File: config.mk
export PLATFORM = sky130hd
export DESIGN_NAME = rs_preio_soc_link
export DESIGN_NICKNAME = d
export VERILOG_FILES = /design/src/rtl/rs_preio_soc_link.sv
export SDC_FILE = /design/constraint.sdc
export NUM_CORES = 1
export LEC_CHECK = 0
export BUFFER_PORTS_ARGS = -buffer_cell sky130_fd_sc_hd__buf_2
export CAP_MARGIN = 20
export CORE_MARGIN = 2
export CORE_UTILIZATION = 60
export DETAILED_ROUTE_END_ITERATION = 16
export GPL_TIMING_DRIVEN = 1
export MAX_ROUTING_LAYER = met4
export PLACE_DENSITY = 0.9
export SLEW_MARGIN = 20
export SYNTH_ARGS = -nofsm -noshare
export SYNTH_HDL_FRONTEND = slang
export SYNTH_SLANG_ARGS = --single-unit
export TNS_END_PERCENT = 20
File: constraint.sdc
create_clock -name SOC_CLK -period 2.3 [get_ports SOC_CLK]
set_input_delay 0.23 -clock SOC_CLK [delete_from_list [all_inputs] [get_ports SOC_CLK]]
set_output_delay 0.23 -clock SOC_CLK [all_outputs]
set_load 0.05 [all_outputs]
File: src/rtl/rs_preio_soc_link.sv
// SoC-side serial endpoint on the forwarded fabric clock: byte serializer onto SOC_IN,
// framed-byte deserializer from SOC_OUT. One bit per clock, no oversampling.
module rs_preio_soc_link #(
  parameter bit PARITY_EN = 1'b1
) (
  input  logic       SOC_CLK,
  input  logic       SOC_RST_N,
  input  logic [7:0] TX_DATA,
  input  logic       TX_VALID,
  output logic       TX_READY,
  output logic       SOC_IN,
  input  logic       SOC_OUT,
  output logic [7:0] RX_DATA,
  output logic       RX_VALID,
  output logic       RX_PERR,
  output logic       RX_FERR
);

  typedef enum logic [2:0] {TXS_IDLE, TXS_START, TXS_DATA, TXS_PAR, TXS_STOP} tx_st_e;
  typedef enum logic [2:0] {RXS_IDLE, RXS_DATA, RXS_PAR, RXS_STOP, RXS_BREAK} rx_st_e;

  tx_st_e     tx_st, tx_st_n;
  logic [7:0] tx_sh, tx_sh_n;
  logic [2:0] tx_cnt, tx_cnt_n;
  logic       tx_par, tx_par_n;
  logic       soc_in_n, tx_ready_n, tx_accept;

  rx_st_e     rx_st, rx_st_n;
  logic       rx_q;
  logic [7:0] rx_sh, rx_sh_n;
  logic [2:0] rx_cnt, rx_cnt_n;
  logic       rx_pbad, rx_pbad_n;
  logic [7:0] rx_data_n;
  logic       rx_valid_n, rx_perr_n, rx_ferr_n;

  // SOC_IN/TX_READY are registered, so they are decoded from the next state.
  always_comb begin
    tx_accept = TX_VALID && TX_READY;
    tx_st_n   = tx_st;
    tx_sh_n   = tx_sh;
    tx_cnt_n  = tx_cnt;
    tx_par_n  = tx_par;
    case (tx_st)
      TXS_IDLE, TXS_STOP: begin
        if (tx_accept) begin
          tx_st_n  = TXS_START;
          tx_sh_n  = TX_DATA;
          tx_par_n = ^TX_DATA;
        end else if (tx_st == TXS_STOP) begin
          tx_st_n = TXS_IDLE;
        end
      end
      TXS_START: begin
        tx_st_n  = TXS_DATA;
        tx_cnt_n = 3'd0;
      end
      TXS_DATA: begin
        tx_sh_n  = {1'b0, tx_sh[7:1]};
        tx_cnt_n = tx_cnt + 3'd1;
        if (tx_cnt == 3'd7) tx_st_n = PARITY_EN ? TXS_PAR : TXS_STOP;
      end
      TXS_PAR: tx_st_n = TXS_STOP;
      default: tx_st_n = TXS_IDLE;
    endcase
    case (tx_st_n)
      TXS_START: soc_in_n = 1'b0;
      TXS_DATA:  soc_in_n = tx_sh_n[0];
      TXS_PAR:   soc_in_n = tx_par_n;
      default:   soc_in_n = 1'b1;
    endcase
    tx_ready_n = (tx_st_n == TXS_IDLE) || (tx_st_n == TXS_STOP);
  end

  always_comb begin
    rx_st_n    = rx_st;
    rx_sh_n    = rx_sh;
    rx_cnt_n   = rx_cnt;
    rx_pbad_n  = rx_pbad;
    rx_valid_n = 1'b0;
    rx_data_n  = RX_DATA;
    rx_perr_n  = RX_PERR;
    rx_ferr_n  = RX_FERR;
    case (rx_st)
      RXS_IDLE: begin
        if (!rx_q) begin
          rx_st_n  = RXS_DATA;
          rx_cnt_n = 3'd0;
        end
      end
      RXS_DATA: begin
        rx_sh_n  = {rx_q, rx_sh[7:1]};
        rx_cnt_n = rx_cnt + 3'd1;
        if (rx_cnt == 3'd7) rx_st_n = PARITY_EN ? RXS_PAR : RXS_STOP;
      end
      RXS_PAR: begin
        rx_pbad_n = rx_q ^ (^rx_sh);
        rx_st_n   = RXS_STOP;
      end
      RXS_STOP: begin
        rx_valid_n = 1'b1;
        rx_data_n  = rx_sh;
        rx_perr_n  = PARITY_EN && rx_pbad;
        rx_ferr_n  = !rx_q;
        rx_st_n    = rx_q ? RXS_IDLE : RXS_BREAK;
      end
      // a line held low after a bad stop must not look like a new start bit
      RXS_BREAK: if (rx_q) rx_st_n = RXS_IDLE;
      default:   rx_st_n = RXS_IDLE;
    endcase
  end

  always_ff @(posedge SOC_CLK) begin
    if (!SOC_RST_N) begin
      tx_st    <= TXS_IDLE;
      tx_sh    <= 8'h00;
      tx_cnt   <= 3'd0;
      tx_par   <= 1'b0;
      SOC_IN   <= 1'b1;
      TX_READY <= 1'b1;
      rx_st    <= RXS_IDLE;
      rx_q     <= 1'b1;
      rx_sh    <= 8'h00;
      rx_cnt   <= 3'd0;
      rx_pbad  <= 1'b0;
      RX_VALID <= 1'b0;
      RX_DATA  <= 8'h00;
      RX_PERR  <= 1'b0;
      RX_FERR  <= 1'b0;
    end else begin
      tx_st    <= tx_st_n;
      tx_sh    <= tx_sh_n;
      tx_cnt   <= tx_cnt_n;
      tx_par   <= tx_par_n;
      SOC_IN   <= soc_in_n;
      TX_READY <= tx_ready_n;
      rx_st    <= rx_st_n;
      rx_q     <= SOC_OUT;
      rx_sh    <= rx_sh_n;
      rx_cnt   <= rx_cnt_n;
      rx_pbad  <= rx_pbad_n;
      RX_VALID <= rx_valid_n;
      RX_DATA  <= rx_data_n;
      RX_PERR  <= rx_perr_n;
      RX_FERR  <= rx_ferr_n;
    end
  end

endmodule

==> metrics.txt, run 1 <==
Setup Skew=0.00611 ns; Power, Total=around 1.4 mW; WS Path Type=reg -> reg; Critical Path Max Stage Delay=around 0.53 ns; non-filler cells, final=273; placed cells=roughly 270; Synth cell types=32; Initial Util=0.630; Post-Synth Adder-Cell Area=0.0260; simple logic cell fraction of the synthesized area=0.201; VDD IR max=0.000557 V; syn_nets=221; RePlAce Congestion=between 0.7 and 0.8; cell row count=20; fraction of synthesized area in multiplexers=0.0521; hold-fix buffers at CTS=0; Antenna diodes=0; Placement Setup Slack=0.675 ns; GRT Total Usage=0.210; relative slew slack=0.601; vias in the first global route=around 1300; initial antenna violation count=0; outcome=finished clean; period utilization=0.728; critical-path cell list=and4bb_2 -> nor2_1 -> nand2_1 -> a21boi_0; slowest stage cell, crit path=dfxtp_1; gr ovfl total=0; transition time of the tightest slew-check pin=roughly 0.60 ns; CP Data Arrival Time=between 1.5 and 2 ns; worst setup margin=around 0.63 ns; Iteration-0 DRC Markers=35; Lkg Pwr=0.845 nW; first-pass GRT wire length=around 5500 microns; r2r setup slk=~0.63 ns; yosys synthesis warning count=0; Clk pin slew, worst setup/hold paths=roughly 0.12 ns; final hold violations=0; dpl hpwl=roughly 2300 microns; synthesized instance count=205; Clock Tree Root=clkbuf_4; main combinational cell family by area after synthesis=simple AND/OR/NAND/NOR gates; post-route ant nets=0; vias per cell=5.26; Crit path required time=2.57 ns; Final TNS setup=0 ns; CTS Sinks=44; Port Buffer Count=24; per-cell routed wire length=between 10 and 15 microns; worst hold path type=in -> reg; die area=3670 sq um; CP max FO=14; Core Area=approximately 3000 sq um; P&R area growth vs syn=11.5%; Inserted Clock Buffers=5; DRC Markers=0; Die X=60.6 microns; Clock Latency Late Sink=roughly 0.35 ns; fmax=approximately 0.6 GHz; Die Height=60.6 microns; Post CTS Setup Buffer Count=0; syn avg cell area=between 9 and 10 sq um; Nets=245; Post-CTS Resized=0; compound-gate portion of the synthesized area=0.158; P per Cell Area=between 600 and 700 nW/um^2; Max Cap Viol=0; startpoint class of the critical path=flop; layout cell share with drive strength beyond 1=0.162; via count=roughly 1400; Placement Cell Area=2080 sq um; CTS Buffer Depth=2; Synth Register Bits=44; Slew Viols, Final=0; xor-xnor portion of the synthesized cell area=0.0710; CTS tree=built; 1st-pass router iterations=4; H-tree depth=2; mapped cell area=1920 sq um; # IOs=25; post-route cell area=2140 sq um; Final min period=1.67 ns; final number of setup-violating endpoints=0; RSZ-0062 raised after global routing=no; crit end category=flop; WL final=~3200 microns; largest net degree at the start of global routing=45; share of the yosys chip area belonging to registers=0.458
## stage by stage
stage / util / hold slack, ns
2_1_floorplan: - / 0.331
3_3_place_gp: 0.680 / 0.419
3_5_place_dp: 0.680 / 0.423
4_1_cts: 0.702 / 0.0528
5_1_grt: 0.702 / 0.0546
6_report: 0.702 / 0.0610
## sequential cells by signal, summed over array words and instances (netlist names), 3 cells and up
name	count
tx_cnt	3
rx_st	3
rx_sh	8
tx_sh	8
tx_st	3
RX_DATA	8
rx_cnt	3
## placed cells by master, fill, tap and decap left out
master and n:
dfxtp_1 44, nand2_1 29, buf_2 24, a21boi_0 16, nor2b_1 14, a22oi_1 12, xnor2_1 12, nor2_1 10
mux2i_1 10, inv_1 6, nand2b_1 5, a21oi_1 5, clkbuf_4 5, nor3b_1 4, and2_1 4, ha_1 4
o22ai_1 3, buf_4 3, o21ai_0 2, o211ai_1 2, clkbuf_8 2, xor2_1 1, xnor3_1 1, nor3_1 1
nand4_1 1, or3b_1 1, and4bb_2 1, nor3b_2 1, or2_2 1, nand3b_1 1, o22a_1 1, a31oi_1 1
o211a_1 1, and3_1 1
## final timing paths
| check | depth (start not counted) | start | end |
|---|---|---|---|
| max | 4 | tx_st[0] | tx_sh[0] |
| min | 2 | SOC_OUT | rx_q |
| min reg2reg | 2 | tx_sh[6] | tx_sh[6] |
| max reg2reg | 4 | tx_st[0] | tx_sh[0] |
## cell families after synthesis
kind of cell / count (synthesis)
adders and majority gates: 4
DFF: 44
buffers and inverters: 16
xor gates and xnor gates: 14
muxes: 10
and+or+nand+nor: 74
AOI/OAI and AO/OA: 43
## power by group
group	leakage, nW	switching (mW)	internal [mW]
registers	0.357	0.0306	0.801
clock network	0.0374	0.226	0.174
logic	0.450	0.120	0.0925
total	0.845	0.376	1.07
## cells in the mapped netlist
cell type  number  area share
or3b_1          1      0.0046
nor3b_1         4       0.016
buf_2           4       0.010
xnor2_1        12       0.055
xnor3_1         1       0.012
nand3b_1        1      0.0039
inv_1           6       0.012
nor2b_1        14       0.046
nand4_1         1      0.0033
o211ai_1        2      0.0078
xor2_1          1      0.0046
and3_1          1      0.0033
dfxtp_1        44        0.46
a22oi_1        12       0.047
and2_1          4       0.013
nand2_1        29       0.057
nor3b_2         1      0.0065
o21ai_0         2      0.0052
a21boi_0       16       0.063
o22ai_1         3      0.0098
mux2i_1        10       0.052
and4bb_2        1      0.0065
o22a_1          1      0.0046
nand2b_1        5       0.016
ha_1            4       0.026
nor3_1          1      0.0026
o211a_1         1      0.0052
clkbuf_1        6       0.012
a31oi_1         1      0.0033
a21oi_1         5       0.013
nor2_1         10       0.020
or2_2           1      0.0033
## layer usage
layer | GRT usage | part of all wire | vias up
met2 | 0.315 | 0.45 | 22
met1 | 0.265 | 0.49 | 663
li1 | - | - | 745
met4 | 0.0839 | 0.018 | 0
met5 | - | 0 | -
met3 | 0.0640 | 0.036 | 6
## area by class of cell
class / count / area (sq um)
multi-input cells: 145 / 976
fillers: 255 / 911
flip-flops and latches: 44 / 881
repair buffers: 27 / 143
clock buffers: 7 / 65.1
well taps: 44 / 55.1
inverters: 6 / 22.5
## critical path, delay by kind of cell (launching register included)
kind | cells | cell delay, ns
flops | 1 | 0.53
simple gates | 3 | 0.90
compound gates | 1 | 0.18
Note: power is estimated with default switching activity, not from simulation.
==> run 2: changes to the inputs <==
Settings changed: CORE_UTILIZATION 60 to 51, PLACE_DENSITY 0.9 to 0.83.
Clock period 2.3 ns to 1.5 ns, I/O delays scaled along.
==> run 2 against run 1 <==
Against the previous run:
- via count increased by 2.8%
- total power increased by 66%
- global-route usage decreased by 0.84 points
- critical path type unchanged
==> metrics.txt, run 2 (synthesis results as in run 1) <==
WL final=3700 microns (+15%); Port Buffer Count=24 (unchanged); Setup Skew=0.00541 ns (-0.000704 ns); highest-count cells in the layout ignoring fill and taps=40 x dfxtp_1, 29 x nand2_1, 24 x buf_2; Max Cap Viol=0 (unchanged); grt met3 use=0.0514 (-0.0126); Clk pin slew, worst setup/hold paths=0.08 ns (-0.04 ns); fmax=0.673 GHz (+13%); startpoint class of the critical path=flop; Core Area=3630 sq um (+19%); vias per cell=5.13 (-2.6%); Antenna diodes=0 (unchanged); H-tree depth=2 (unchanged); Nets=255 (+4.1%); die area=4280 sq um (+16%); gr busiest metal=met2; P per Cell Area=1060 nW/um^2 (+58%); RSZ-0062 raised after global routing=yes; fin util=0.621 (-0.0808); dpl hpwl=2570 microns (+12%); Crit path required time=1.68 ns (-0.89 ns); Hold Path Sink=rx_q; # IOs=25 (unchanged); crit end category=flop; hold path start=SOC_OUT; CTS Sinks=44 (unchanged); Clock Tree Root=clkbuf_8; post-route cell area=2260 sq um (+5.3%); combinational share of power=0.155 (+0.008); initial antenna violation count=0 (unchanged); gr ovfl total=0 (unchanged); non-filler cells, final=288 (+5.5%); largest net degree at the start of global routing=33 (-27%); via count=1476 (+2.8%); RePlAce Congestion=0.793 (+2.8%); GRT Total Usage=0.202 (-0.00843); layout cell share with drive strength beyond 1=0.208 (+0.0468); final number of setup-violating endpoints=0 (unchanged); sw frac=0.262 (+0.00159); Die X=65.4 microns (+7.9%); 1st-pass router iterations=4 (unchanged); WHS Path Cells=2 (unchanged); CP Data Arrival Time=1.67 ns (-0.28 ns); P&R area growth vs syn=17.4%; period utilization=0.991 (+0.263); CTS Buffer Depth=2 (unchanged); transition time of the tightest slew-check pin=0.443 ns (-0.157 ns); Clock Latency Late Sink=0.30 ns (-0.05 ns); VDD IR max=0.000782 V (+40%); Lkg Pwr=0.908 nW (+7.4%); worst hold path type=in -> reg; NetSw=0.630 mW (+67%); sequential power share=0.528 (-0.048); hold-fix buffers at CTS=0 (unchanged); vias in the first global route=1398 (+7.7%); filler cell count=326 (+28%); Reg2Reg Depth=4 (unchanged); Initial Util=0.529 (-0.101); per-cell routed wire length=12.9 microns (+9.2%); most common cell after layout, fill and taps aside=dfxtp_1; Die Height=65.4 microns (+7.9%); Slew Viols, Final=0 (unchanged); cell row count=22 (+10%); WS Path Type=reg -> reg; final hold violations=0 (unchanged); met2 Use GR=0.314 (-0.00112); largest registers=RX_DATA x8, rx_sh x8, tx_sh x8; Inserted Clock Buffers=5 (unchanged); DRC Markers=0 (unchanged); met1 usage=0.242 (-0.0232); Placement Cell Area=2150 sq um (+3.5%); placed cells=279 (+4.9%); first-pass GRT wire length=6350 microns (+15%); worst reg2reg startpoint=rx_sh[1]; Iteration-0 DRC Markers=69 (+97%); Internal Power=1.77 mW (+66%); CP max FO=2 (-12); outcome=finished clean; relative slew slack=0.705 (+0.104); post-route ant nets=0 (unchanged); Clock power frac=0.317 (+0.040); FF-to-FF End=rx_pbad; CTS tree=built; Final min period=1.49 ns (-0.188 ns); r2r setup slk=0.01 ns (-0.61 ns)
[run 2: critical path, stage by stage (launching register included)]
cell and delay (ns):
dfxtp_2 0.34, xor2_1 0.17, xnor3_1 0.43, nand4_1 0.09, or3b_1 0.34
[run 2: layout make-up]
cell class,count,area [sq um],share of cell area
clock buffers,8,90.1,0.0399
inverters,6,22.5,0.00998
multi-input cells,145,980,0.434
flip-flops and latches,44,886,0.393
well taps,48,60.1,0.0266
repair buffers,37,218,0.0965
[run 2: routing by layer]
layer	wire (microns)	vias up	share of wire
met5	0	-	0
met4	102	0	0.028
met3	147	9	0.040
met2	1680	31	0.45
met1	1770	672	0.48
li1	-	764	-
[run 2: how the worst max path moves through the flow]
stage	startpoint	end	slack, ns	cells past startpoint
5_1_grt	rx_sh[1]	rx_pbad	-0.07	4
3_3_place_gp	rx_sh[2]	rx_pbad	0.06	4
4_1_cts	rx_sh[3]	rx_pbad	0.008	4
6_report	rx_sh[1]	rx_pbad	0.01	4
3_5_place_dp	rx_sh[2]	rx_pbad	0.01	4
2_1_floorplan	TX_READY	tx_sh[1]	0.05	4
[run 2: metrics by stage]
step / setup WS, ns / power, mW / hold WS [ns] / TNS (ns)
after global placement: 0.0575 / 1.65 / 0.389 / 0
after CTS: 0.00790 / 2.41 / 0.0865 / 0
after floorplan: 0.0473 / 1.55 / 0.251 / 0
final: 0.0140 / 2.40 / 0.0901 / 0
after global routing: -0.0664 / 2.52 / 0.0897 / -0.0664
after detailed placement: 0.00968 / 1.66 / 0.395 / 0
[run 2: timing repair]
item                       CTS  global route
setup endpoints to repair    1             2
resized for setup            2             3
hold endpoints to repair     0             0
gates cloned                 0             0
buffers inserted             0             1
pin swaps                    1             3
[run 2: power groups by stage]
stage          Combinational (mW)  Clock [mW]  Sequential (mW)
2_1_floorplan               0.238           0             1.32
5_1_grt                     0.414       0.829             1.27
6_report                    0.372       0.762             1.27
4_1_cts                     0.371       0.777             1.27
3_3_place_gp                0.356           0             1.29
3_5_place_dp                0.366           0             1.29
